$ cat config.mk
export PLATFORM = sky130hd
export DESIGN_NAME = rv_muldiv_seq
export DESIGN_NICKNAME = d
export VERILOG_FILES = /design/src/rtl/rv_muldiv_seq.sv
export SDC_FILE = /design/constraint.sdc
export NUM_CORES = 1
export LEC_CHECK = 0
export BUFFER_PORTS_ARGS = -buffer_cell sky130_fd_sc_hd__buf_2
export CORE_MARGIN = 4
export CORE_UTILIZATION = 60
export DETAILED_ROUTE_END_ITERATION = 8
export PLACE_DENSITY = 0.85
export SYNTH_ARGS = -nofsm -noshare
export SYNTH_HDL_FRONTEND = slang
export SYNTH_SLANG_ARGS = --single-unit
$ cat constraint.sdc
create_clock -name clk -period 5.5 [get_ports clk]
set_input_delay 0 -clock clk [delete_from_list [all_inputs] [get_ports clk]]
set_output_delay 0 -clock clk [all_outputs]
set_load 0.02 [all_outputs]
$ cat src/rtl/rv_muldiv_seq.sv
// Sequential RV32M multiply/divide unit: one bit retired per cycle, signs fixed up in a final stage.
// Optional divider is enabled by defining RV_MULDIV_DIV_EN; without it divide ops finish early with result 0.
module rv_muldiv_seq #(
    parameter int DPWIDTH = 32
) (
    input  logic               clk,
    input  logic               rst,
    input  logic               start,
    input  logic [2:0]         op,
    input  logic [DPWIDTH-1:0] rs1,
    input  logic [DPWIDTH-1:0] rs2,
    output logic               busy,
    output logic               done,
    output logic [DPWIDTH-1:0] result
);

    localparam int W  = DPWIDTH;
    localparam int CW = $clog2(DPWIDTH);

    localparam logic [W-1:0]   ONE_W  = {{(W-1){1'b0}}, 1'b1};
    localparam logic [2*W-1:0] ONE_2W = {{(2*W-1){1'b0}}, 1'b1};

    localparam logic [2:0] OP_MUL    = 3'b000;
    localparam logic [2:0] OP_MULH   = 3'b001;
    localparam logic [2:0] OP_MULHSU = 3'b010;
    localparam logic [2:0] OP_MULHU  = 3'b011;
    localparam logic [2:0] OP_DIV    = 3'b100;
    localparam logic [2:0] OP_DIVU   = 3'b101;
    localparam logic [2:0] OP_REM    = 3'b110;
    localparam logic [2:0] OP_REMU   = 3'b111;

    typedef enum logic [1:0] {
        IDLE = 2'd0,
        RUN  = 2'd1,
        SIGN = 2'd2
    } state_t;

    function automatic logic [W-1:0] neg_w(input logic [W-1:0] v, input logic n);
        if (n) begin
            return ~v + ONE_W;
        end else begin
            return v;
        end
    endfunction

    function automatic logic [2*W-1:0] neg_2w(input logic [2*W-1:0] v, input logic n);
        if (n) begin
            return ~v + ONE_2W;
        end else begin
            return v;
        end
    endfunction

    state_t         state_r;
    state_t         state_next_s;
    logic [2:0]     op_r;
    logic [W-1:0]   mag_a_r;
    logic [W-1:0]   mag_b_r;
    logic           sa_r;
    logic           sb_r;
    logic [2*W:0]   acc_r;
    logic [CW-1:0]  cnt_r;
    logic           busy_r;
    logic           done_r;
    logic [W-1:0]   result_r;

    logic           signed_a_s;
    logic           signed_b_s;
    logic           sa_s;
    logic           sb_s;
    logic [W-1:0]   mag_a_s;
    logic [W-1:0]   mag_b_s;
    logic [W:0]     mul_add_s;
    logic [W:0]     mul_sum_s;
    logic [2*W:0]   acc_step_s;
    logic [W-1:0]   mag_a_step_s;
    logic [W-1:0]   mag_b_step_s;
    logic [2*W-1:0] prod_s;
    logic [W-1:0]   res_s;

`ifdef RV_MULDIV_DIV_EN
    logic [W-1:0]   rs1_r;
    logic           div0_r;
    logic [W:0]     div_trial_s;
    logic [W+1:0]   div_diff_s;
    logic [W:0]     div_rem_s;
`endif

    assign busy   = busy_r;
    assign done   = done_r;
    assign result = result_r;

    // Operand sign decode and magnitude extraction for the incoming request
    always_comb begin
        signed_a_s = 1'b0;
        signed_b_s = 1'b0;
        case (op)
            OP_MUL, OP_MULH, OP_DIV, OP_REM: begin
                signed_a_s = 1'b1;
                signed_b_s = 1'b1;
            end
            OP_MULHSU: begin
                signed_a_s = 1'b1;
                signed_b_s = 1'b0;
            end
            default: begin
                signed_a_s = 1'b0;
                signed_b_s = 1'b0;
            end
        endcase
        sa_s    = signed_a_s & rs1[W-1];
        sb_s    = signed_b_s & rs2[W-1];
        mag_a_s = neg_w(rs1, sa_s);
        mag_b_s = neg_w(rs2, sb_s);
    end

    // Next-state logic for the IDLE/RUN/SIGN sequencer
    always_comb begin
        state_next_s = state_r;
        case (state_r)
            IDLE: begin
                if (start) begin
`ifdef RV_MULDIV_DIV_EN
                    state_next_s = RUN;
`else
                    state_next_s = op[2] ? SIGN : RUN;
`endif
                end else begin
                    state_next_s = IDLE;
                end
            end
            RUN: begin
                if (cnt_r == CW'(W - 1)) begin
                    state_next_s = SIGN;
                end else begin
                    state_next_s = RUN;
                end
            end
            SIGN:    state_next_s = IDLE;
            default: state_next_s = IDLE;
        endcase
    end

    // One iteration of shift-add multiply or restoring divide
    always_comb begin
        // Multiply: right-shifting accumulator, top bit holds the add carry
        mul_add_s    = mag_b_r[0] ? {1'b0, mag_a_r} : '0;
        mul_sum_s    = acc_r[2*W:W] + mul_add_s;
        acc_step_s   = {1'b0, mul_sum_s, acc_r[W-1:1]};
        mag_a_step_s = mag_a_r;
        mag_b_step_s = {1'b0, mag_b_r[W-1:1]};
`ifdef RV_MULDIV_DIV_EN
        // Divide: remainder in the upper W+1 bits, quotient bits shift in at the bottom
        div_trial_s = {acc_r[2*W-1:W], mag_a_r[W-1]};
        div_diff_s  = {1'b0, div_trial_s} - {2'b00, mag_b_r};
        div_rem_s   = div_diff_s[W+1] ? div_trial_s : div_diff_s[W:0];
        if (op_r[2]) begin
            acc_step_s   = {div_rem_s, acc_r[W-2:0], ~div_diff_s[W+1]};
            mag_a_step_s = {mag_a_r[W-2:0], 1'b0};
            mag_b_step_s = mag_b_r;
        end else begin
            acc_step_s   = {1'b0, mul_sum_s, acc_r[W-1:1]};
            mag_a_step_s = mag_a_r;
            mag_b_step_s = {1'b0, mag_b_r[W-1:1]};
        end
`endif
    end

    // Sign correction and result selection in the SIGN stage
    always_comb begin
        prod_s = neg_2w(acc_r[2*W-1:0], sa_r ^ sb_r);
        res_s  = '0;
        case (op_r)
            OP_MUL:                         res_s = prod_s[W-1:0];
            OP_MULH, OP_MULHSU, OP_MULHU:   res_s = prod_s[2*W-1:W];
`ifdef RV_MULDIV_DIV_EN
            // Signed overflow needs no special case: |min|/1 negated wraps back to min, remainder 0
            OP_DIV, OP_DIVU: res_s = div0_r ? '1 : neg_w(acc_r[W-1:0], sa_r ^ sb_r);
            OP_REM, OP_REMU: res_s = div0_r ? rs1_r : neg_w(acc_r[2*W-1:W], sa_r);
`endif
            default: res_s = '0;
        endcase
    end

    // State, datapath and output registers
    always_ff @(posedge clk) begin
        if (rst) begin
            state_r  <= IDLE;
            op_r     <= 3'b000;
            mag_a_r  <= '0;
            mag_b_r  <= '0;
            sa_r     <= 1'b0;
            sb_r     <= 1'b0;
            acc_r    <= '0;
            cnt_r    <= '0;
            busy_r   <= 1'b0;
            done_r   <= 1'b0;
            result_r <= '0;
`ifdef RV_MULDIV_DIV_EN
            rs1_r    <= '0;
            div0_r   <= 1'b0;
`endif
        end else begin
            state_r <= state_next_s;
            busy_r  <= (state_next_s != IDLE);
            done_r  <= (state_r == SIGN);
            case (state_r)
                IDLE: begin
                    if (start) begin
                        op_r    <= op;
                        mag_a_r <= mag_a_s;
                        mag_b_r <= mag_b_s;
                        sa_r    <= sa_s;
                        sb_r    <= sb_s;
                        acc_r   <= '0;
                        cnt_r   <= '0;
`ifdef RV_MULDIV_DIV_EN
                        rs1_r   <= rs1;
                        div0_r  <= (rs2 == '0);
`endif
                    end
                end
                RUN: begin
                    acc_r   <= acc_step_s;
                    mag_a_r <= mag_a_step_s;
                    mag_b_r <= mag_b_step_s;
                    cnt_r   <= cnt_r + CW'(1);
                end
                SIGN: begin
                    result_r <= res_s;
                end
                default: begin
                    acc_r <= acc_r;
                end
            endcase
        end
    end

endmodule

==> reports/metrics.yaml <==
critPathLaunch: "acc_r[2]$_SDFFE_PP0P_"
power_leakage_nw: 5.13
holdCritStartpoint: "rs2[16]"
port_buffers: 103
grt_pass1_vias: 9683
place.gp.congestion: 0.911
dieArea_um2: 19600
nFillCells: 1311
yosysMostFrequentCell: "nor2_1"
syn_area_um2: 10500
maxCapViolations: 0
placementRows: 48
track_usage_pct: 28.8
synthesis.nets: 1404
fin_crit_ns: 3.76
drtAntennaViolNets: 0
synthFlopType: "dfxtp_1"
path_cells: "or3_1 -> or4_1 -> nor4_4 -> or3b_1 -> or3_1 -> nor4_4 -> mux2i_1 -> o22ai_1 -> a221o_1"
die_width_um: 140
insertion_delay_ns: 0.44
top_usage_layer: "met2"
rrSetupSlack_ns: 1.74
fin_crit_sh_pct: 68.3
endpoint_kind: "flop"
htree_levels: 4
rr_worst_depth: 9
hold_path_end: "mag_b_r[16]$_SDFFE_PP0P_"
drive_gt1_share_pct: 11.3
grt_pass1_wl_mm: 47.2
outcome: "finished with violations"
power_density_nw_per_um2: 243
dp.cells: 1552
failed_checks: "design-rule violations"
met2_usage_pct: 47.2
yosys_warnings: 0
final_cells: 1645
drtIter0Drc: 1267
cp_top_family: "simple AND/OR/NAND/NOR gates"
synth_top_area_cell: "dfxtp_1"
grt_max_degree: 96
wl_mm: 28.8
synthMuxAreaShare_pct: 0.287
routed_via_density: 6.32
cts_tree: "done"
cts_inserted_buffers: 17
worst_slew_pin_slew_ns: 1.22
maxClockFrequency_mhz: 266
synth_adder_area_share_pct: 4.61
yosys-top-cells-area: "dfxtp_1, nor2_1, xor2_1"
critPathLaunchType: "flop"
rsz0062_at_grt: "false"
yosys.area_share.xor_xnor_pct: 11.9
antenna_found_initial: 2
synth-seq-cells: 174
fin_skew_ns: 0.0103
peakVddDrop_mv: 0.225
clock-root-buffer: "clkbuf_16"
ys_async_sr_fraction_pct: 0
die_h_um: 140
synth-edff-count: 0
synth-seq-area-share_pct: 33.3
post_cts_buffers: 0
num_io_pins: 104
synth_top_family_by_area: "compound AO/OA/AOI/OAI gates"
synth_compound_area_share_pct: 25.5
hp-class: "input port to flop"
grtUsageMet1_pct: 37.9
crit_slowest_cell: "or4_1"
syn_inst: 1296
synth_commonest_cells: "nor2_1, dfxtp_1, nand2_1, a21oi_1"
cp.required_ns: 5.82
setup_violations: 0
drc: 6
drtPass1Iterations: 9
cp_slowest_stage_delay_ns: 0.54
clk_pin_slew_ns: 0.07
r2r-end: "result[31]$_SDFFE_PP0P_"
synth.top_cell.area_share_pct: 33.3
clock_sinks: 174
routedWlPerCell_um: 17.5
slew_headroom_pct: 18.1
grt_overflow: 0
arrival_ns: 4.08
cp.buffers_inverters: 0
fp.coreArea_um2: 17200
avgSynthCellArea_um2: 8.08
worstSetupPathType: "flop to flop"
fin_area_um2: 12300
areaGrowthSynthToFinish_pct: 17.0
hpwl_mm: 19.1
clock_path_buffers: 2
slew_violations: 0
yosys.area_share.simple_pct: 20.6
fin_tns_setup_ns: 0
r2r_start: "acc_r[2]$_SDFFE_PP0P_"
start_util_pct: 61.0
vias: 10400
postPlaceCellArea_um2: 11100
cp_max_fo: 8
synth_cell_type_count: 63
use_met3_pct: 5.05
nets: 1514
holdPathStages: 4
finalHoldViolCount: 0
## through the flow
step,hold slack [ns],utilization [%],power [mW],setup WS [ns]
floorplan,0.136,-,1.64,2.12
global placement,0.283,64.4,1.74,1.93
detailed placement,0.290,64.4,1.76,1.82
CTS,0.00513,71.4,2.97,1.78
global route,0.0654,71.4,3.09,1.55
finish,0.0138,71.4,2.98,1.74
## cells in the final DEF, fill, tap and decap left out, types with 18 or more instances in the layout
| master | Yosys | layout |
|---|---|---|
| nor2_1 | 187 | 186 |
| dfxtp_1 | 174 | 174 |
| buf_2 | 1 | 102 |
| nand2_1 | 91 | 91 |
| a21oi_1 | 84 | 83 |
| xor2_1 | 75 | 74 |
| xnor2_1 | 67 | 66 |
| dlygate4sd3_1 | 0 | 60 |
| o21ai_0 | 59 | 59 |
| a22oi_1 | 43 | 43 |
| ha_1 | 37 | 37 |
| and2_1 | 37 | 36 |
| a222oi_1 | 29 | 29 |
| nor3_1 | 25 | 25 |
| a211oi_1 | 24 | 24 |
| o31ai_1 | 23 | 23 |
| a22o_1 | 22 | 22 |
| inv_1 | 21 | 21 |
| or3_1 | 21 | 21 |
| a21o_1 | 20 | 20 |
| o221ai_1 | 18 | 18 |
## cells by family after synthesis
group | Yosys count
and+or+nand+nor | 451
AOI/OAI and AO/OA | 384
DFF | 174
xor gates and xnor gates | 142
buffers and inverters | 104
adders and majority gates | 38
muxes | 3
## worst reg2reg max path, delay by kind of cell, from the launching register on
| family | cells | cell delay [ns] |
|---|---|---|
| muxes | 1 | 0.24 |
| AOI/OAI and AO/OA | 2 | 0.40 |
| DFF | 1 | 0.37 |
| and+or+nand+nor | 6 | 2.64 |
## registers in the layout, indices dropped and copies added (netlist names), 2 cells and up
| register | flops |
|---|---|
| state_r | 2 |
| acc_r | 64 |
| mag_a_r | 32 |
| cnt_r | 5 |
| mag_b_r | 32 |
| result | 32 |
| op_r | 3 |
## area by class of cell
class	instances	area, um2	share of cell area, %
Clock buffer	20	467	3.81
Multi-Input combinational cell	1018	6620	54.0
Tap cell	225	282	2.30
Antenna cell	1	2.50	0.0204
Timing Repair Buffer	174	1200	9.80
Sequential cell	174	3480	28.4
Clock inverter	12	124	1.01
Inverter	21	78.8	0.643
## metal layers
layer  wire [um]  part of all wire, %
met5          17                0.059
met1       12100                   42
met4         826                  2.9
met3        2390                  8.3
met2       13400                   47
## what timing repair did
action / in CTS / in global routing
resized for setup: 0 / 0
endpoints found under the hold margin: 58 / 0
hold buffers: 60 / 0
## worst max path at each step
stage | to | slack (ns) | cells after the start
6_report | result[31]$_SDFFE_PP0P_ | 1.74 | 9
5_1_grt | acc_r[57]$_SDFFE_PP0P_ | 1.55 | 13
4_1_cts | result[31]$_SDFFE_PP0P_ | 1.78 | 9
3_5_place_dp | result[31]$_SDFFE_PP0P_ | 1.82 | 9
3_3_place_gp | result[31]$_SDFFE_PP0P_ | 1.93 | 9
2_1_floorplan | result[31]$_SDFFE_PP0P_ | 2.12 | 11
## where the power goes
| group | switching, mW | internal, mW |
|---|---|---|
| logic | 0.257 | 0.171 |
| clock network | 0.537 | 0.671 |
| registers | 0.0378 | 1.31 |
| total | 0.831 | 2.15 |
Power figures use the tool's default switching activity.
